**src/rtl/pry_pkg.sv**
```systemverilog
// Shared helpers for the priority/arbitration blocks: one-hot encoding,
// the strictly-higher mask used for round-robin rotation, and the arbiter state type.
package pry_pkg;

   localparam int PRY_MAX_W = 64;
   localparam int PRY_IDX_W = 6;

   typedef enum logic [0:0] {
      IDLE  = 1'b0,
      GRANT = 1'b1
   } pry_state_t;

   function automatic logic [PRY_IDX_W-1:0] oht2bin(input logic [PRY_MAX_W-1:0] oht);
      logic [PRY_IDX_W-1:0] idx;
      idx = {PRY_IDX_W{1'b0}};
      for (int i = 0; i < PRY_MAX_W; i++) begin
         if (oht[i]) begin
            idx = idx | i[PRY_IDX_W-1:0];
         end else begin
            idx = idx;
         end
      end
      return idx;
   endfunction

   // Bits strictly above the set bit; a grant at the top bit yields zero in the used width.
   function automatic logic [PRY_MAX_W-1:0] mask_above(input logic [PRY_MAX_W-1:0] oht);
      return ~((oht << 1) - 64'd1);
   endfunction

endpackage

```
**src/rtl/pry2oht_base.sv**
```systemverilog
// Priority-to-one-hot: keeps only the lowest set request bit.
// IMPLEMENTATION selects the structure: 0 adder, 1 loop, 2 vector.
module pry2oht_base #(
   parameter int WIDTH          = 8,
   parameter int IMPLEMENTATION = 0
) (
   input  logic [WIDTH-1:0] req,
   output logic [WIDTH-1:0] oht,
   output logic             vld
);

   assign vld = |req;

   generate
      case (IMPLEMENTATION)
         1: begin : g_loop
            // Walk from bit 0 and stop at the first request.
            always_comb begin
               logic found_s;
               found_s = 1'b0;
               oht     = {WIDTH{1'b0}};
               for (int i = 0; i < WIDTH; i++) begin
                  if (req[i] && !found_s) begin
                     oht[i]  = 1'b1;
                     found_s = 1'b1;
                  end else begin
                     oht[i]  = 1'b0;
                  end
               end
            end
         end
         2: begin : g_vector
            assign oht[0] = req[0];
            for (genvar i = 1; i < WIDTH; i++) begin : g_bit
               assign oht[i] = req[i] & ~(|req[i-1:0]);
            end
         end
         default: begin : g_adder
            assign oht = req & (~req + WIDTH'(1));
         end
      endcase
   endgenerate

endmodule

```
**src/rtl/pry_arb_rr.sv**
```systemverilog
// Registered round-robin arbiter with valid/ready grant handshake.
// Optional grant lock enabled by defining PRY_ARB_RR_LOCK_EN.
module pry_arb_rr
   import pry_pkg::*;
#(
   parameter  int WIDTH          = 8,
   parameter  int IMPLEMENTATION = 0,
   localparam int WIDTH_LOG      = $clog2(WIDTH)
) (
   input  logic                 clk,
   input  logic                 rst_n,
   input  logic [WIDTH-1:0]     req,
   output logic                 grt_vld,
   input  logic                 grt_rdy,
   output logic [WIDTH-1:0]     grt_oht,
   output logic [WIDTH_LOG-1:0] grt_idx
`ifdef PRY_ARB_RR_LOCK_EN
   ,
   input  logic                 grt_lck
`endif
);

   pry_state_t              state_r;
   logic [WIDTH-1:0]        mask_r;
   logic [WIDTH-1:0]        m_oht_s;
   logic [WIDTH-1:0]        u_oht_s;
   logic                    m_vld_s;
   logic                    u_vld_s;
   logic [WIDTH-1:0]        cand_s;
   logic                    cand_vld_s;
   logic [PRY_MAX_W-1:0]    cand_ext_s;
   logic [PRY_MAX_W-1:0]    mask_full_s;
   logic [PRY_IDX_W-1:0]    idx_full_s;
   logic                    xfer_s;
   logic                    lock_s;
   logic                    unused_s;

   pry2oht_base #(.WIDTH(WIDTH), .IMPLEMENTATION(IMPLEMENTATION)) u_masked (
      .req (req & mask_r),
      .oht (m_oht_s),
      .vld (m_vld_s)
   );

   pry2oht_base #(.WIDTH(WIDTH), .IMPLEMENTATION(IMPLEMENTATION)) u_unmasked (
      .req (req),
      .oht (u_oht_s),
      .vld (u_vld_s)
   );

   assign cand_s     = m_vld_s ? m_oht_s : u_oht_s;
   assign cand_vld_s = u_vld_s;
   assign xfer_s     = grt_vld && grt_rdy;

`ifdef PRY_ARB_RR_LOCK_EN
   assign lock_s = xfer_s && grt_lck;
`else
   assign lock_s = 1'b0;
`endif

   // Widen the candidate to the helper width and derive its index and next mask.
   always_comb begin
      cand_ext_s               = {PRY_MAX_W{1'b0}};
      cand_ext_s[WIDTH-1:0]    = cand_s;
      idx_full_s               = oht2bin(cand_ext_s);
      mask_full_s              = mask_above(cand_ext_s);
   end

   assign unused_s = ^(mask_full_s >> WIDTH) ^ ^(idx_full_s >> WIDTH_LOG);

   // Grant state machine; all outputs are registered and held until accepted.
   always_ff @(posedge clk or negedge rst_n) begin
      if (!rst_n) begin
         state_r <= IDLE;
         grt_vld <= 1'b0;
         grt_oht <= {WIDTH{1'b0}};
         grt_idx <= {WIDTH_LOG{1'b0}};
         mask_r  <= {WIDTH{1'b1}};
      end else begin
         case (state_r)
            IDLE: begin
               if (cand_vld_s) begin
                  state_r <= GRANT;
                  grt_vld <= 1'b1;
                  grt_oht <= cand_s;
                  grt_idx <= idx_full_s[WIDTH_LOG-1:0];
                  mask_r  <= mask_full_s[WIDTH-1:0];
               end else begin
                  state_r <= IDLE;
               end
            end
            GRANT: begin
               if (!xfer_s || lock_s) begin
                  state_r <= GRANT;
               end else if (cand_vld_s) begin
                  grt_oht <= cand_s;
                  grt_idx <= idx_full_s[WIDTH_LOG-1:0];
                  mask_r  <= mask_full_s[WIDTH-1:0];
               end else begin
                  state_r <= IDLE;
                  grt_vld <= 1'b0;
                  grt_oht <= {WIDTH{1'b0}};
                  grt_idx <= {WIDTH_LOG{1'b0}};
               end
            end
            default: begin
               state_r <= IDLE;
               grt_vld <= 1'b0;
               grt_oht <= {WIDTH{1'b0}};
               grt_idx <= {WIDTH_LOG{1'b0}};
               mask_r  <= {WIDTH{1'b1}};
            end
         endcase
      end
   end

endmodule

```
**config.mk**
```make
export PLATFORM = sky130hd
export DESIGN_NAME = pry_arb_rr
export DESIGN_NICKNAME = d
export VERILOG_FILES = /design/src/rtl/pry_pkg.sv /design/src/rtl/pry2oht_base.sv /design/src/rtl/pry_arb_rr.sv
export SDC_FILE = /design/constraint.sdc
export NUM_CORES = 1
export LEC_CHECK = 0
export BUFFER_PORTS_ARGS = -buffer_cell sky130_fd_sc_hd__buf_2
export CORE_AREA = 8 8 59 61
export DETAILED_ROUTE_END_ITERATION = 12
export DIE_AREA = 0 0 67 69
export PLACE_DENSITY = 0.72
export SLEW_MARGIN = 15
export SYNTH_ARGS = -nofsm -noshare
export SYNTH_HDL_FRONTEND = slang
export SYNTH_SLANG_ARGS = --single-unit
export TNS_END_PERCENT = 100
```
**constraint.sdc**
```tcl
create_clock -name clk -period 1.6 [get_ports clk]
set_clock_uncertainty 0.2 [all_clocks]
set_input_delay 0.24 -clock clk [delete_from_list [all_inputs] [get_ports clk]]
set_output_delay 0.24 -clock clk [all_outputs]
set_load 0.01 [all_outputs]
```
Yosys cells after proc, flatten, opt, wreduce, memory -nomap -nowiden

Index checks and enable logic that the tools add are counted.

Output and inout bits: 12
Register bits after elaboration: 21
Input bits: 11

Bitwise gates (word level): 7
Multiplexer cells: 26
Add/subtract/negate cells: 3
Reductions and logical operators: 5
Equality and inequality tests: 3

Operator list:

| operator                                               | number |
|---|---|
| 2-to-1 mux 8 bit                                       | 6 |
| case mux 8 bit (2 select lines)                        | 2 |
| bitwise AND 8 bit                                      | 3 |
| inverter 8 bit                                         | 3 |
| 2-to-1 mux 3 bit                                       | 7 |
| adder 8 x 1 -> 8 bit (second input constant)           | 2 |
| OR reduction 8 bit                                     | 2 |
| subtractor 8 x 1 -> 8 bit (second input constant)      | 1 |
| 2-to-1 mux 1 bit                                       | 6 |
| case mux 3 bit (2 select lines)                        | 1 |
| 2-to-1 mux 2 bit                                       | 2 |
| inequality test 2 bit (second input constant)          | 2 |
| case mux 1 bit (2 select lines)                        | 2 |
| AND reduction 3 bit                                    | 1 |
| inequality test 2 x 1 -> 1 bit (second input constant) | 1 |
| AND reduction 2 bit                                    | 1 |
| logical AND 1 bit                                      | 1 |
| inverter 1 bit                                         | 1 |

Depth between registers and ports, before layout

Word-level depth: 15
Mapped depth: 6

Cells and area by module

From an unflattened synthesis, not the netlist that was laid out.

Cell total of the unflattened synthesis: 135
Area, all modules: 1352.5 sq um

By module, submodules not included:

| module       | cells each | times used | area each (sq um) |
|---|---|---|---|
| pry_arb_rr   | 111        | 1          | 1149.9 |
| pry2oht_base | 12         | 2          | 101.3 |

Worst setup path after synthesis

OpenSTA, ideal clock, no wires.

Path type: reg2reg
From: register mask_r[4]
To: register grt_oht[2]
Path buffers: 0
Data required time: 1278 ps
Path slack: -6 ps
Data arrival time: 1285 ps
Cell stages (with the launch flop): 5
Period minus slack after synthesis: 1606 ps
Cell sequence: dfstp_2 -> a22oi_4 -> and4_1 -> a22o_1 -> a32o_1

Word-level cells in the longest chain between the ends: 6
Elaborated cells on any way between the ends: 7
Classes of those cells: mux (5); bitwise (1); reduce/logical (1)

Ends and longest elaborated chain:

| element                             | line               | RTL |
|---|---|---|
| from (decl)                         | pry_arb_rr.sv:24   | `logic [WIDTH-1:0] mask_r;` |
| from (signal assigned)              | pry_arb_rr.sv:77   | `mask_r <= {WIDTH{1'b1}};` |
| from (signal assigned)              | pry_arb_rr.sv:86   | `mask_r <= mask_full_s[WIDTH-1:0];` |
| from (signal assigned)              | pry_arb_rr.sv:97   | `mask_r <= mask_full_s[WIDTH-1:0];` |
| bitwise AND 8 bit (*)               | pry_arb_rr.sv:39   | `.req (req & mask_r),` |
| OR reduction 8 bit (*)              | pry2oht_base.sv:12 | `assign vld = \|req;` |
| 2-to-1 mux 8 bit (*)                | pry_arb_rr.sv:50   | `assign cand_s = m_vld_s ? m_oht_s : u_oht_s;` |
| 2-to-1 mux 8 bit                    | pry_arb_rr.sv:94   | `end else if (cand_vld_s) begin` |
| 2-to-1 mux 8 bit                    | pry_arb_rr.sv:92   | `if (!xfer_s \|\| lock_s) begin` |
| case mux 8 bit (2 select lines) (*) | pry_arb_rr.sv:79   | `case (state_r)` |
| to (signal assigned)                | pry_arb_rr.sv:84   | `grt_oht <= cand_s;` |
| to (signal assigned)                | pry_arb_rr.sv:95   | `grt_oht <= cand_s;` |
| to (signal assigned)                | pry_arb_rr.sv:101  | `grt_oht <= {WIDTH{1'b0}};` |
| to (decl)                           | pry_arb_rr.sv:15   | `output logic [WIDTH-1:0] grt_oht,` |

Every way passes the cells marked *; elsewhere a longest branch is shown, timed or not. The select of a mux whose other input is x is not followed.
A chain may end at the register's enable or synchronous reset.

Worst setup path after layout

From: register mask_r[6]
To: register grt_oht[3]

The elaborated chain is that of the path after synthesis.

==> reports/metrics.yaml <==
drive_above_1_share_pct: 52.7
cp.required_ps: 1620
seq_area_frac_synth_pct: 45.3
synth_top_family_by_area: "compound AO/OA/AOI/OAI gates"
r2r-start: "mask_r[6]$_DFFE_PN1P_"
synth-xor-area-share_pct: 0
cpMostUsedCell: "buf_4"
yosys_warnings: 0
cts_sinks: 21
dr.first_iter.drc_count: 31
tightest_slew_ps: 480
die_w_um: 67
grt_pass1_vias: 1123
dp_hpwl_mm: 2.20
synth.avg_cell_area_um2: 10.4
synth_top_area_share_pct: 27.5
core_um2: 2620
synth_compound_area_share_pct: 27.5
path_cells: "a22oi_4 -> buf_4 -> a32oi_2 -> nor2_2 -> buf_4 -> a22o_1"
hold_class: "in -> reg"
fin_cells: 198
netlist_instances: 114
critPathMaxStageDelay_ps: 590
end_kind: "flop"
nNetsFinal: 179
finalCritPeriodShare_pct: 108
synth_adder_area_share_pct: 0
finish.instance_area_um2: 1630
hold_viol: 0
fp-row-count: 19
yosys.area_share.simple_pct: 23.1
antenna_found_initial: 0
die_y_um: 69
syn_nets: 125
worst_path_max_delay_cell: "dfstp_2"
setup_viol: 14
start_util_pct: 45.2
muxShareOfSynthArea_pct: 0
powerDensity_nw_per_um2: 1400
htree_levels: 1
power_leakage_nw: 0.806
yosysTopAreaCell: "dfrtp_1"
syn_to_final_growth_pct: 38.0
synth_seq_cells: 21
cts_made_buffers: 3
worstSetupPathType: "reg -> reg"
drcViolationCount: 0
grt_start_max_net_pins: 22
final_core_util_pct: 62.4
via_per_inst: 5.56
vias: 1100
critical_path.max_fanout: 8
cts_tree: "yes"
overflow: 0
finalPower_mw: 2.29
place_congestion: 0.860
drv_slew: 0
ant_nets: 0
mostFrequentLayoutCells: "buf_4 (29), buf_2 (22), nand2_1 (18)"
critPathLaunch: "mask_r[6]$_DFFE_PN1P_"
dieArea_um2: 4620
r2r_slack_ps: -130
fin_ws_ps: -131
synth_cell_types: 35
num_antenna_cells: 0
relSlewSlack_pct: 68.0
outcome: "complete, but fails checks"
pre_cts_slack_ps: -76.0
firstDrtPassIters: 4
r2r-end: "grt_oht[3]$_DFFE_PN0P_"
max_freq_ghz: 0.578
max_cap_violations: 0
grt_setup_unrepaired: "true"
drt-total-wl_mm: 3.06
cp-endpoint: "grt_oht[3]$_DFFE_PN0P_"
root_buffer: "clkbuf_4"
cp-start-kind: "flop"
yosys-top-cells-area: "dfrtp_1 (28%), dfstp_2 (18%), a22oi_4 (7.2%), nand2_1 (5.7%), a22o_1 (3.7%)"
irDropWorstVdd_mv: 0.904
violations: "negative setup slack"
layout_commonest_cell: "buf_4"
placed_cells: 189
wl_per_cell_um: 15.5
io_buffers: 22
fin_crit_ps: 1730
dpl_cell_area_um2: 1490
grt_usage_pct: 13.4
clkTransAtPathRegs_ps: 130
ios: 23
clock_path_buffers: 2
grt_pass1_wl_mm: 5.11
arrival_ps: 1750
r2r_cells: 6
clkLatencyLatePin_ps: 310
syn-cell-area_um2: 1180
-- area by class of cell --
type	instances	area [um^2]
Sequential cell	21	536
Fill cell	216	983
Clock buffer	3	22.5
Multi-Input combinational cell	84	669
Timing Repair Buffer	52	338
Clock inverter	1	5.00
Tap cell	31	38.8
Inverter	6	22.5
-- report_power, final --
| group | switching (mW) | total [mW] | leakage (nW) | internal [mW] |
|---|---|---|---|---|
| clock network | 0.174 | 0.267 | 0.0177 | 0.0933 |
| registers | 0.117 | 0.859 | 0.246 | 0.742 |
| logic | 0.599 | 1.16 | 0.542 | 0.561 |
| total | 0.890 | 2.29 | 0.806 | 1.40 |
-- critical path: cells and delay by family (launching register included) --
kind / cells / cell delay, ps
flops: 1 / 590
buf+inv: 2 / 290
simple gates: 1 / 80
compound gates: 3 / 480
-- how the worst min path moves through the flow --
stage            from                     end  slack [ps]  cells past startpoint
2_1_floorplan   rst_n  grt_idx[0]$_DFFE_PN0P_        -260                      0
3_3_place_gp    rst_n  grt_oht[2]$_DFFE_PN0P_          20                      1
3_5_place_dp    rst_n  grt_oht[1]$_DFFE_PN0P_          20                      1
4_1_cts        req[2]  grt_oht[2]$_DFFE_PN0P_          90                      2
5_1_grt        req[2]  grt_oht[2]$_DFFE_PN0P_         100                      2
6_report       req[2]  grt_oht[2]$_DFFE_PN0P_         110                      2
-- cells by family after synthesis --
group | count (synthesis)
AND/OR/NAND/NOR | 48
AO/OA/AOI/OAI | 36
buffers and inverters | 9
flip-flops | 21
-- cell usage after synthesis --
library cell	instances
a41oi_2	2
buf_6	1
a41oi_1	1
a21boi_1	1
nand3b_1	1
and2_1	1
nor3b_2	1
nand3_2	1
a31oi_1	2
nor2_2	1
a22o_1	5
a22oi_4	4
a32o_1	2
nand3_1	3
a21oi_1	5
nand2b_1	1
o22ai_1	1
and4_1	1
o21ai_1	3
a32oi_1	1
nor3_4	1
nand2_1	18
and2_4	1
nand4b_1	2
buf_4	2
nor3_2	3
dfrtp_1	13
nor2_1	10
nor4_2	1
inv_1	6
dfstp_2	8
nor3_1	2
a21o_1	3
o21ai_0	5
o22ai_2	1
-- through the flow --
stage               TNS (ps)  hold slack [ps]
detailed placement      -360             24.0
finish                  -769              112
floorplan                  0             -256
global placement        -141             15.1
CTS                     -278             94.5
global route           -1730             95.6
-- what timing repair did --
item / CTS / global route
pin swaps: 4 / 16
gates resized for setup: 3 / 14
hold buffers: 1 / 0
endpoints found under the setup margin: 9 / 17
setup buffers: 1 / 4
hold endpoints to repair: 13 / 0
-- flip-flops by register name, summed over array words and instances (netlist names) --
signal / count
grt_idx: 3
grt_vld: 1
mask_r: 8
grt_oht: 8
state_r: 1
-- per-layer routing --
metal / track usage, % / vias up / share of wire [%]
met1: 17.4 / 537 / 44
met5: 0 / - / 0
met2: 20.2 / 32 / 48
met3: 3.07 / 5 / 6.7
li1: - / 526 / -
met4: 5.81 / 0 / 1.2
Note: power is estimated with default switching activity, not from simulation.
